[src/rtl/gtxe2_chnl_rx_align_lock_pkg.sv]
// Shared definitions for the GTXE2 RX comma aligner with lock tracking:
// alignment state and comma kind encodings, default comma values, offset width,
// and small arithmetic helpers used by the aligner datapath.
package gtxe2_chnl_rx_align_lock_pkg;

    localparam int OFF_W = 4;

    localparam logic [9:0] MCOMMA_DEF = 10'b1010000011;
    localparam logic [9:0] PCOMMA_DEF = 10'b0101111100;
    localparam logic [9:0] MASK_DEF   = 10'b1111111111;

    typedef enum logic {
        ST_UNALIGNED = 1'b0,
        ST_ALIGNED   = 1'b1
    } align_state_t;

    typedef enum logic {
        KIND_M = 1'b0,
        KIND_P = 1'b1
    } comma_kind_t;

    // Character-boundary offset of a window bit position.
    function automatic logic [OFF_W-1:0] mod10(input logic [7:0] k);
        return OFF_W'(k % 8'd10);
    endfunction

    // Next boundary offset for a manual slide, wrapping 9 -> 0.
    function automatic logic [OFF_W-1:0] off_next(input logic [OFF_W-1:0] off);
        return (off >= OFF_W'(9)) ? '0 : off + 1'b1;
    endfunction

    // Saturating 4-bit increment for the loss-of-lock counter.
    function automatic logic [3:0] sat_inc(input logic [3:0] c);
        return (c == 4'hF) ? c : c + 4'd1;
    endfunction

endpackage

[src/rtl/gtxe2_chnl_rx_align_lock_if.sv]
// Bus between deserializer side and the comma aligner. RXSLIDE exists only
// when GTXE2_CHNL_RX_ALIGN_SLIDE_EN is defined.
interface gtxe2_chnl_rx_align_lock_if
    import gtxe2_chnl_rx_align_lock_pkg::*;
#(
    parameter int WIDTH = 20
);
    logic [WIDTH-1:0] indata;
    logic             rxelecidle;
    logic             RXCOMMADETEN;
    logic             RXPCOMMAALIGNEN;
    logic             RXMCOMMAALIGNEN;
`ifdef GTXE2_CHNL_RX_ALIGN_SLIDE_EN
    logic             RXSLIDE;
`endif
    logic [WIDTH-1:0] outdata;
    logic             RXBYTEISALIGNED;
    logic             RXBYTEREALIGN;
    logic             RXCOMMADET;
    logic [OFF_W-1:0] comma_off;

    modport master (
        output indata, rxelecidle, RXCOMMADETEN, RXPCOMMAALIGNEN, RXMCOMMAALIGNEN,
`ifdef GTXE2_CHNL_RX_ALIGN_SLIDE_EN
        output RXSLIDE,
`endif
        input  outdata, RXBYTEISALIGNED, RXBYTEREALIGN, RXCOMMADET, comma_off
    );

    modport slave (
        input  indata, rxelecidle, RXCOMMADETEN, RXPCOMMAALIGNEN, RXMCOMMAALIGNEN,
`ifdef GTXE2_CHNL_RX_ALIGN_SLIDE_EN
        input  RXSLIDE,
`endif
        output outdata, RXBYTEISALIGNED, RXBYTEREALIGN, RXCOMMADET, comma_off
    );

endinterface

[src/rtl/gtxe2_chnl_rx_align_lock_cmp.sv]
// Per-offset masked comma comparator over the 2-word window. Reports every
// matching start position, plus the lowest one and the kind of its first char.
module gtxe2_chnl_rx_align_lock_cmp
    import gtxe2_chnl_rx_align_lock_pkg::*;
#(
    parameter int         WIDTH  = 20,
    parameter logic [9:0] PVAL   = PCOMMA_DEF,
    parameter logic [9:0] MVAL   = MCOMMA_DEF,
    parameter logic [9:0] MASK   = MASK_DEF,
    parameter bit         PDET   = 1'b1,
    parameter bit         MDET   = 1'b1,
    parameter bit         DOUBLE = 1'b0,
    parameter int         KW     = $clog2(WIDTH)
) (
    input  logic [2*WIDTH-1:0] win_i,
    output logic [WIDTH-1:0]   hits_o,
    output logic               hit_o,
    output logic [KW-1:0]      k_o,
    output comma_kind_t        kind_o
);

    logic p_first;
    logic m_first;

    function automatic logic match10(input logic [9:0] s, input logic [9:0] v);
        return (s & MASK) == (v & MASK);
    endfunction

    // Scan from the top down so the lowest matching position is the one kept.
    always_comb begin
        hits_o  = '0;
        hit_o   = 1'b0;
        k_o     = '0;
        kind_o  = KIND_M;
        p_first = 1'b0;
        m_first = 1'b0;
        for (int k = WIDTH - 1; k >= 0; k--) begin
            if (DOUBLE) begin
                p_first = PDET && match10(win_i[k +: 10], PVAL) && match10(win_i[k+10 +: 10], MVAL);
                m_first = MDET && match10(win_i[k +: 10], MVAL) && match10(win_i[k+10 +: 10], PVAL);
            end else begin
                p_first = PDET && match10(win_i[k +: 10], PVAL);
                m_first = MDET && match10(win_i[k +: 10], MVAL);
            end
            if (p_first || m_first) begin
                hits_o[k] = 1'b1;
                hit_o     = 1'b1;
                k_o       = KW'(k);
                kind_o    = p_first ? KIND_P : KIND_M;
            end
        end
    end

endmodule

[src/rtl/gtxe2_chnl_rx_align_lock.sv]
// GTXE2 RX comma aligner with lock tracking. Holds the previous word to form
// the search window, the boundary offset, the UNALIGNED/ALIGNED state, the
// loss-of-lock counter and the status pulses. Optional manual slide is built
// in when GTXE2_CHNL_RX_ALIGN_SLIDE_EN is defined.
module gtxe2_chnl_rx_align_lock
    import gtxe2_chnl_rx_align_lock_pkg::*;
#(
    parameter int         WIDTH              = 20,
    parameter logic [9:0] ALIGN_MCOMMA_VALUE = MCOMMA_DEF,
    parameter logic [9:0] ALIGN_PCOMMA_VALUE = PCOMMA_DEF,
    parameter string      ALIGN_MCOMMA_DET   = "TRUE",
    parameter string      ALIGN_PCOMMA_DET   = "TRUE",
    parameter logic [9:0] ALIGN_COMMA_ENABLE = MASK_DEF,
    parameter string      ALIGN_COMMA_DOUBLE = "FALSE",
    parameter int         LOSS_COUNT         = 4
) (
    input logic clk,
    input logic rst,
    gtxe2_chnl_rx_align_lock_if.slave bus
);

    localparam bit         PDET     = (ALIGN_PCOMMA_DET == "TRUE");
    localparam bit         MDET     = (ALIGN_MCOMMA_DET == "TRUE");
    localparam bit         DOUBLE   = (ALIGN_COMMA_DOUBLE == "TRUE");
    localparam int         KW       = $clog2(WIDTH);
    localparam int         CW       = DOUBLE ? 20 : 10;
    localparam logic [3:0] LOSS_LIM = 4'(LOSS_COUNT);

    logic [WIDTH-1:0]   prev_q;
    logic [WIDTH-1:0]   outdata_q;
    logic [2*WIDTH-1:0] win;
    align_state_t       state_q, state_d;
    logic [OFF_W-1:0]   off_q, off_d;
    logic [3:0]         loss_q, loss_d;
    logic               realign_q, realign_d;
    logic               commadet_q, commadet_d;

    logic [WIDTH-1:0]   cmp_hits;
    logic               cmp_hit;
    logic [KW-1:0]      cmp_k;
    comma_kind_t        cmp_kind;
    logic [OFF_W-1:0]   koff;
    logic               comma_aligned;
    logic               realign_ok;
    logic               det_in_win;
    logic               slide_go;

    assign win = {bus.indata, prev_q};

    gtxe2_chnl_rx_align_lock_cmp #(
        .WIDTH  (WIDTH),
        .PVAL   (ALIGN_PCOMMA_VALUE),
        .MVAL   (ALIGN_MCOMMA_VALUE),
        .MASK   (ALIGN_COMMA_ENABLE),
        .PDET   (PDET),
        .MDET   (MDET),
        .DOUBLE (DOUBLE),
        .KW     (KW)
    ) u_cmp (
        .win_i  (win),
        .hits_o (cmp_hits),
        .hit_o  (cmp_hit),
        .k_o    (cmp_k),
        .kind_o (cmp_kind)
    );

    assign koff          = mod10(8'(cmp_k));
    assign comma_aligned = cmp_hit && (koff == off_q);
    assign realign_ok    = (cmp_kind == KIND_P) ? bus.RXPCOMMAALIGNEN : bus.RXMCOMMAALIGNEN;

`ifdef GTXE2_CHNL_RX_ALIGN_SLIDE_EN
    logic       slide_q;
    logic [5:0] hold_q;

    assign slide_go = bus.RXSLIDE && !slide_q && (hold_q == 6'd0) &&
                      !bus.RXPCOMMAALIGNEN && !bus.RXMCOMMAALIGNEN && !bus.rxelecidle;

    // Slide edge detect and 32-clock hold-off after an accepted slide.
    always_ff @(posedge clk or posedge rst) begin
        if (rst) begin
            slide_q <= 1'b0;
            hold_q  <= 6'd0;
        end else begin
            slide_q <= bus.RXSLIDE;
            if (slide_go)
                hold_q <= 6'd32;
            else if (hold_q != 6'd0)
                hold_q <= hold_q - 6'd1;
        end
    end
`else
    assign slide_go = 1'b0;
`endif

    // A comma is reported only if it lies fully inside the word being output.
    always_comb begin
        det_in_win = 1'b0;
        for (int k = 0; k < WIDTH; k++) begin
            if (cmp_hits[k] && (k >= int'(off_q)) && (k <= int'(off_q) + WIDTH - CW))
                det_in_win = 1'b1;
        end
        commadet_d = det_in_win && bus.RXCOMMADETEN;
    end

    // Next state: idle beats slide, slide beats comma handling.
    always_comb begin
        state_d = state_q;
        off_d   = off_q;
        loss_d  = loss_q;
        if (bus.rxelecidle) begin
            state_d = ST_UNALIGNED;
            loss_d  = 4'd0;
        end else if (slide_go) begin
            off_d   = off_next(off_q);
            state_d = ST_UNALIGNED;
            loss_d  = 4'd0;
        end else if (cmp_hit) begin
            if (comma_aligned) begin
                state_d = ST_ALIGNED;
                loss_d  = 4'd0;
            end else if (realign_ok) begin
                off_d   = koff;
                state_d = ST_ALIGNED;
                loss_d  = 4'd0;
            end else if (state_q == ST_ALIGNED) begin
                loss_d = sat_inc(loss_q);
                if (sat_inc(loss_q) >= LOSS_LIM) begin
                    state_d = ST_UNALIGNED;
                    loss_d  = 4'd0;
                end
            end
        end
        realign_d = (state_q == ST_ALIGNED) && (off_d != off_q);
    end

    // Control registers: state, boundary offset, loss counter, status pulses.
    always_ff @(posedge clk or posedge rst) begin
        if (rst) begin
            state_q    <= ST_UNALIGNED;
            off_q      <= '0;
            loss_q     <= 4'd0;
            realign_q  <= 1'b0;
            commadet_q <= 1'b0;
        end else begin
            state_q    <= state_d;
            off_q      <= off_d;
            loss_q     <= loss_d;
            realign_q  <= realign_d;
            commadet_q <= commadet_d;
        end
    end

    // Datapath: previous word and the shifted output word at the current offset.
    always_ff @(posedge clk or posedge rst) begin
        if (rst) begin
            prev_q    <= '0;
            outdata_q <= '0;
        end else begin
            prev_q    <= bus.indata;
            outdata_q <= win[off_q +: WIDTH];
        end
    end

    assign bus.outdata         = outdata_q;
    assign bus.RXBYTEISALIGNED = (state_q == ST_ALIGNED);
    assign bus.RXBYTEREALIGN   = realign_q;
    assign bus.RXCOMMADET      = commadet_q;
    assign bus.comma_off       = off_q;

endmodule

[src/flat_wrapper.sv]
// flat-port wrapper written by rule: the top's interface ports become plain ports
module gtxe2_chnl_rx_align_lock_flat import gtxe2_chnl_rx_align_lock_pkg::*;
#(
    parameter int         WIDTH              = 20,
    parameter logic [9:0] ALIGN_MCOMMA_VALUE = MCOMMA_DEF,
    parameter logic [9:0] ALIGN_PCOMMA_VALUE = PCOMMA_DEF,
    parameter string      ALIGN_MCOMMA_DET   = "    ",
    parameter string      ALIGN_PCOMMA_DET   = "    ",
    parameter logic [9:0] ALIGN_COMMA_ENABLE = MASK_DEF,
    parameter string      ALIGN_COMMA_DOUBLE = "     ",
    parameter int         LOSS_COUNT         = 4
)
  (clk, rst, bus_indata, bus_rxelecidle, bus_RXCOMMADETEN, bus_RXPCOMMAALIGNEN, bus_RXMCOMMAALIGNEN, bus_outdata, bus_RXBYTEISALIGNED, bus_RXBYTEREALIGN, bus_RXCOMMADET, bus_comma_off);
  gtxe2_chnl_rx_align_lock_if #(.WIDTH(WIDTH)) bus_i ();
  input logic clk;
  input logic rst;
  input wire logic [$bits(bus_i.indata)-1:0] bus_indata;
  input wire logic [$bits(bus_i.rxelecidle)-1:0] bus_rxelecidle;
  input wire logic [$bits(bus_i.RXCOMMADETEN)-1:0] bus_RXCOMMADETEN;
  input wire logic [$bits(bus_i.RXPCOMMAALIGNEN)-1:0] bus_RXPCOMMAALIGNEN;
  input wire logic [$bits(bus_i.RXMCOMMAALIGNEN)-1:0] bus_RXMCOMMAALIGNEN;
  output wire logic [$bits(bus_i.outdata)-1:0] bus_outdata;
  output wire logic [$bits(bus_i.RXBYTEISALIGNED)-1:0] bus_RXBYTEISALIGNED;
  output wire logic [$bits(bus_i.RXBYTEREALIGN)-1:0] bus_RXBYTEREALIGN;
  output wire logic [$bits(bus_i.RXCOMMADET)-1:0] bus_RXCOMMADET;
  output wire logic [$bits(bus_i.comma_off)-1:0] bus_comma_off;
  assign bus_i.indata = bus_indata;
  assign bus_i.rxelecidle = bus_rxelecidle;
  assign bus_i.RXCOMMADETEN = bus_RXCOMMADETEN;
  assign bus_i.RXPCOMMAALIGNEN = bus_RXPCOMMAALIGNEN;
  assign bus_i.RXMCOMMAALIGNEN = bus_RXMCOMMAALIGNEN;
  assign bus_outdata = bus_i.outdata;
  assign bus_RXBYTEISALIGNED = bus_i.RXBYTEISALIGNED;
  assign bus_RXBYTEREALIGN = bus_i.RXBYTEREALIGN;
  assign bus_RXCOMMADET = bus_i.RXCOMMADET;
  assign bus_comma_off = bus_i.comma_off;
  gtxe2_chnl_rx_align_lock #(.WIDTH(WIDTH), .ALIGN_MCOMMA_VALUE(ALIGN_MCOMMA_VALUE), .ALIGN_PCOMMA_VALUE(ALIGN_PCOMMA_VALUE), .ALIGN_MCOMMA_DET(ALIGN_MCOMMA_DET), .ALIGN_PCOMMA_DET(ALIGN_PCOMMA_DET), .ALIGN_COMMA_ENABLE(ALIGN_COMMA_ENABLE), .ALIGN_COMMA_DOUBLE(ALIGN_COMMA_DOUBLE), .LOSS_COUNT(LOSS_COUNT)) u_core (.clk(clk), .rst(rst), .bus(bus_i));
endmodule
[config.mk]
export PLATFORM = sky130hd
export DESIGN_NAME = gtxe2_chnl_rx_align_lock_flat
export DESIGN_NICKNAME = d
export VERILOG_FILES = /design/src/rtl/gtxe2_chnl_rx_align_lock_pkg.sv /design/src/rtl/gtxe2_chnl_rx_align_lock_if.sv /design/src/rtl/gtxe2_chnl_rx_align_lock_cmp.sv /design/src/rtl/gtxe2_chnl_rx_align_lock.sv /design/src/flat_wrapper.sv
export SDC_FILE = /design/constraint.sdc
export NUM_CORES = 1
export LEC_CHECK = 0
export CAP_MARGIN = 20
export CORE_ASPECT_RATIO = 2
export CORE_UTILIZATION = 25
export DETAILED_ROUTE_END_ITERATION = 16
export DONT_BUFFER_PORTS = 1
export GPL_ROUTABILITY_DRIVEN = 0
export SYNTH_ARGS = -nofsm -noshare
export SYNTH_HDL_FRONTEND = slang
export SYNTH_SLANG_ARGS = --single-unit
[constraint.sdc]
create_clock -name clk -period 2 [get_ports clk]
set_clock_uncertainty 0.1 [all_clocks]
set_input_delay 0.6 -clock clk [delete_from_list [all_inputs] [get_ports clk]]
set_output_delay 0.6 -clock clk [all_outputs]
set_load 0.05 [all_outputs]
==> out/qor_table.md <==
| Result | This run |
|---|---|
| Antenna cells | 0 |
| Post-place setup slack | 0.681 ns |
| Max-slew violation count | 0 |
| Die extent in y | 94.1 µm |
| Core Region | 4090 µm² |
| Endpoint of the worst register-to-register path | u_core.bus.outdata[3] |
| Synth area leader | sky130_fd_sc_hd__dfrtp_1 |
| Placed cells | 101 |
| Port buffer count | 0 |
| Start-to-end type of the worst setup path | reg -> out |
| Final setup slack of the worst path | 0.392 ns |
| Worst Hold Class | in -> async |
| Max Clock Freq | 0.622 GHz |
| Internal cell power | 1.13 mW |
| Leakage power summed over all cells | 0.544 nW |
| Clock input transition at the sequential cells of the worst setup and hold paths | 0.07 ns |
| Setup-violating endpoint count in the final report | 0 |
| DRC errors left | 0 |
| Netlist area before placement | 1060 µm² |
| Final Hold Violating Endpoints | 0 |
| Distinct cells, synth | 4 |
| CTS Hold Buffers Added | 0 |
| Largest net degree at the start of global routing | 41 |
| MaxCap Viol Count | 0 |
| Worst-case clock buffer depth | 2 |
| Fraction of final layout cells sized beyond drive strength 1 | 12.3% |
| Area share of the largest cell type after synthesis | 94.3% |
| 1st-pass router iterations | 2 |
| Flop pwr share | 62.7% |
| Synth Warn # | 0 |
| Critical Path RT | 1.30 ns |
| Initial Utilization | 26.0% |
| Clock Root Buffer | sky130_fd_sc_hd__clkbuf_8 |
| Leading cell types in the layout, fill and taps excluded | 40 x sky130_fd_sc_hd__dfrtp_1, 7 x sky130_fd_sc_hd__conb_1, 6 x sky130_fd_sc_hd__clkbuf_8 |
| Setup TNS after final layout | 0 ns |
| Clock tree from TritonCTS | built |
| Vias per inst | 3.24 |
| Beginning of the worst register-to-register path | u_core.prev_q[3] |
| Final Instance Count excl. Fillers | 109 |
| Post-DRT Antenna Nets | 0 |
| Seq/Total Area, Yosys | 94.3% |
| Post-CTS Repair Setup Buffers | 0 |
| Worst EP arrival | 0.91 ns |
| Total number of clock tree sinks | 40 |
| Leading cell types by total area after synthesis | sky130_fd_sc_hd__dfrtp_1 94%, sky130_fd_sc_hd__buf_4 5.0%, sky130_fd_sc_hd__conb_1 0.35% |
| Rows | 33 |
| Number of filler instances in the final layout | 413 |
| Top-level I/O count | 53 |
| Post-cts gate resize count | 0 |
| Worst hold-check slack | 0.225 ns |
| Leading cell type in the layout, fill and taps excluded | sky130_fd_sc_hd__dfrtp_1 |
| Layout overhead on the synthesized area | 12.5% |
| Internal reg-to-reg setup slack | 1.41 ns |
| Number of design-rule violations left by the first detailed-router iteration | 10 |
| H-tree levels | 2 |
| Cell area power density | 1250 nW/µm² |
| Number of CTS-inserted buffers | 5 |
| Routed wire length per instance | 13.4 µm |
| Net Sw Power | 0.364 mW |
| Later-pin clock latency in the skew report | 0.28 ns |
| Mapped Avg Cell Area | 21.7 µm² |
| Multi-input gate area | 26.3 µm² |
| Routed vias | 353 |
| Final-stage net count | 82 |
| Overall overflow remaining after global route | 0 |
| Proportion of total power due to net switching | 24.4% |
| Depth of the critical timing path with buffers and inverters included | 0 |
| Global router's overall resource usage | 7.48% |
| Worst vdd ir | 374 µV |
| Launching element type of the critical path | flop |
| Count of cells along the worst register-to-register path | 0 |
| Run status | finished, final reports clean |
| Flops & latches, synth | 40 |
| Final wirelength | 1460 µm |
| Largest fanout on the critical path | 1 |
| Wire length of the first global-routing pass | 1980 µm |
| Share of the clock period used by the worst path | 80.4% |
| Horizontal die dimension | 48.1 µm |
| Tmin final | 1.61 ns |
| Register Area | 1000 µm² |
| Clock network power share | 34.3% |
| RSZ-0062 raised after global routing | no |
| Kind of capture point of the worst setup path | output port |
| Antenna violations before repair | 0 |
| Vias in the first global route | 397 |
| Full die area | 4520 µm² |
| Combinational share of power | 3.0% |
| Post-Syn Instances | 49 |
## worst max path at each step
stage          slack (ns)                    end             startpoint
3_3_place_gp         0.70         bus_outdata[5]  u_core.bus.outdata[5]
5_1_grt              0.35         bus_outdata[0]  u_core.bus.outdata[0]
3_5_place_dp         0.68         bus_outdata[0]  u_core.bus.outdata[0]
4_1_cts              0.37         bus_outdata[0]  u_core.bus.outdata[0]
6_report             0.39         bus_outdata[0]  u_core.bus.outdata[0]
2_1_floorplan        0.38  u_core.bus.outdata[0]                    rst
## sequential cells by signal (all words and copies together) (netlist names)
name                count
u_core.prev_q          20
u_core.bus.outdata     20
## layer usage
| metal | part of all wire, % | vias up | global-route usage, % |
|---|---|---|---|
| li1 | - | 144 | - |
| met1 | 25 | 176 | 5.49 |
| met2 | 54 | 28 | 10.5 |
| met3 | 16 | 5 | 5.58 |
| met4 | 5.4 | 0 | 8.33 |
| met5 | 0 | - | 0 |
## cell usage after synthesis, drive strengths merged
library cell  count
dfrtp            40
buf               7
conb              1
inv               1
## metrics by stage
| step | area (µm²) | power (mW) | utilization [%] |
|---|---|---|---|
| final | 1190 | 1.50 | 29.2 |
| after global routing | 1190 | 1.56 | 29.2 |
| after CTS | 1190 | 1.52 | 29.2 |
| after detailed placement | 1100 | 1.00 | 27.0 |
| after global placement | 1100 | 0.996 | 27.0 |
| after floorplan | 1080 | 0.999 | - |
## cells by family (layout without fill, tap and decap cells)
kind of cell,Yosys count,in the layout,share of synthesized area (%)
other,1,7,0.353
buffers and inverters,8,10,5.31
DFF,40,40,94.3
## layout make-up
class / instances / share of cell area (%)
Clock buffer: 8 / 7.55
Inverter: 1 / 0.314
Multi-Input combinational cell: 7 / 2.20
Sequential cell: 40 / 83.9
Tap cell: 52 / 5.45
Timing Repair Buffer: 1 / 0.629
## power by group through the flow
stage	clock network (mW)	registers (mW)	logic, mW
floorplan	0	0.948	0.0510
global placement	0	0.952	0.0439
detailed placement	0	0.955	0.0451
CTS	0.535	0.940	0.0452
global route	0.569	0.941	0.0481
finish	0.513	0.938	0.0443
Note: power is estimated with default switching activity, not from simulation.
==> patch, RTL diff (same settings) <==
The package constant `OFF_W` goes from 4 to 5.
--- a/src/rtl/gtxe2_chnl_rx_align_lock_pkg.sv
+++ b/src/rtl/gtxe2_chnl_rx_align_lock_pkg.sv
@@ -4,5 +4,5 @@
 package gtxe2_chnl_rx_align_lock_pkg;
 
-    localparam int OFF_W = 4;
+    localparam int OFF_W = 5;
 
     localparam logic [9:0] MCOMMA_DEF = 10'b1010000011;
Interface: changed (resized bus_comma_off); port bits go from 53 to 54. The function was not compared with the original's and may differ.
==> patch against the original RTL <==
Final area is 0.84% higher; worst setup slack hardly changed; power is 1.8% higher; sequential cell count stayed put; highest routed layer unchanged; synthesized area is 0.71% higher; hold slack worse by 8.0 ps; largest cell class unchanged; maximum frequency hardly changed; routed wire length is 5.1% lower; critical endpoint is now bus_outdata[3].
==> patch: results (changes against the original RTL) <==
Run status
  – Status: completed

GRT
  – Via count of the first global-routing pass: 378 (-4.8%)
  – Routing usage on met3: 5.16% (-0.41 points)
  – GR Util met1: 5.06% (-0.43 points)
  – Met2 track demand over resource: 10.0% (-0.47 points)
  – Aggregate global-route resource usage: 7.11% (-0.37 points)
  – Number of antenna violations at the first check in global routing: 0 (unchanged)
  – Wire length of the first global-routing pass: 1930 µm (-2.8%)

Placed design
  – Worst setup slack after placement: 681 ps (+0.221 ps)
  – Port Buffers: 0 (unchanged)

Clock tree
  – Hold Buf Count CTS: 0 (unchanged)
  – Number of setup buffers added after CTS: 0 (unchanged)
  – # H-tree levels: 2 (unchanged)
  – Worst-case clock buffer depth: 2 (unchanged)

Worst hold path
  – Worst hold-check path type: in -> async

Final layout
  – Number of nets in the layout: 83 (+1.2%)
  – Fraction of layout cells with a size suffix above 1: 14.0% (+1.8 points)
  – Fill cell total of the finished layout: 406 (-1.7%)

Routing
  – Vias per std cell: 3.28 (+1.1%)
  – WL/cell: 12.7 µm (-5.1%)
  – Drt initial violations: 2 (-8)

Synthesis
  – Main area contributors after synthesis: dfrtp_1 94%, buf_4 5.6%, conb_1 0.35%, inv_1 0.35%
  – Top cell types by occurrence after synthesis: 40 x dfrtp_1, 8 x buf_4, 1 x conb_1, 1 x inv_1
  – Top flip-flop cell by instance count after synthesis: dfrtp_1
  – Number of warning messages in the yosys log: 0 (unchanged)
  – Share of the yosys chip area belonging to registers: 93.7% (-0.66 points)

Power
  – Peak supply drop: 0.000333 V (-11%)
  – Leakage component of the power: 0.000552 µW (+1.5%)
patch: changes by cell type after synthesis, sizes merged:
cell and change:
buf +1
patch: worst paths after layout:
kind | depth (start not counted) | end | startpoint | slack [ps]
setup / recovery | 0 | bus_outdata[3] | u_core.bus.outdata[3] | 390
hold / removal | 2 | u_core.bus.outdata[7] | rst | 220
setup reg to reg | 0 | u_core.bus.outdata[3] | u_core.prev_q[3] | 1410
hold reg to reg | 0 | u_core.bus.outdata[5] | u_core.prev_q[5] | 250
max in group asynchronous | 2 | u_core.prev_q[14] | rst | 1270
min in group clk | 0 | u_core.prev_q[3] | bus_indata[3] | 250
patch: metal layers:
metal / vias to the layer above / share of wire [%]
met4: 0 / 5.9
met3: 6 / 15
met2: 27 / 55
met5: - / 0
met1: 180 / 24
li1: 144 / -
patch: cell type report:
cell class | count | area share, %
sequential | 40 | 83.2
clock buffer | 7 | 8.00
tap | 52 | 5.41
multi-input combinational | 8 | 2.49
timing repair buffer | 1 | 0.624
inverter | 1 | 0.312
patch: cells by family (layout without fill, tap and decap cells):
kind of cell	Yosys count	in the layout	synth area share (%)
buffers and inverters	9	9	5.97
other	1	8	0.351
DFF	40	40	93.7
patch: through the flow:
step           util (%)  power, µW  area (µm²)  instances  hold WS [ps]
2_1_floorplan         -       1010        1090         57           231
3_5_place_dp       27.1       1000        1110        102           238
6_report           29.4       1520        1200        109           217
3_3_place_gp       27.1       1000        1110        102           231
4_1_cts            29.4       1550        1200        109           225
5_1_grt            29.4       1590        1200        109           223
patch: power by group:
group          total [µW]  internal, µW  switching, µW  leakage, µW
registers             938           849           89.3     0.000466
logic                48.1          1.48           46.6    0.0000361
clock network         535           306            229    0.0000503
total                1520          1160            365     0.000552
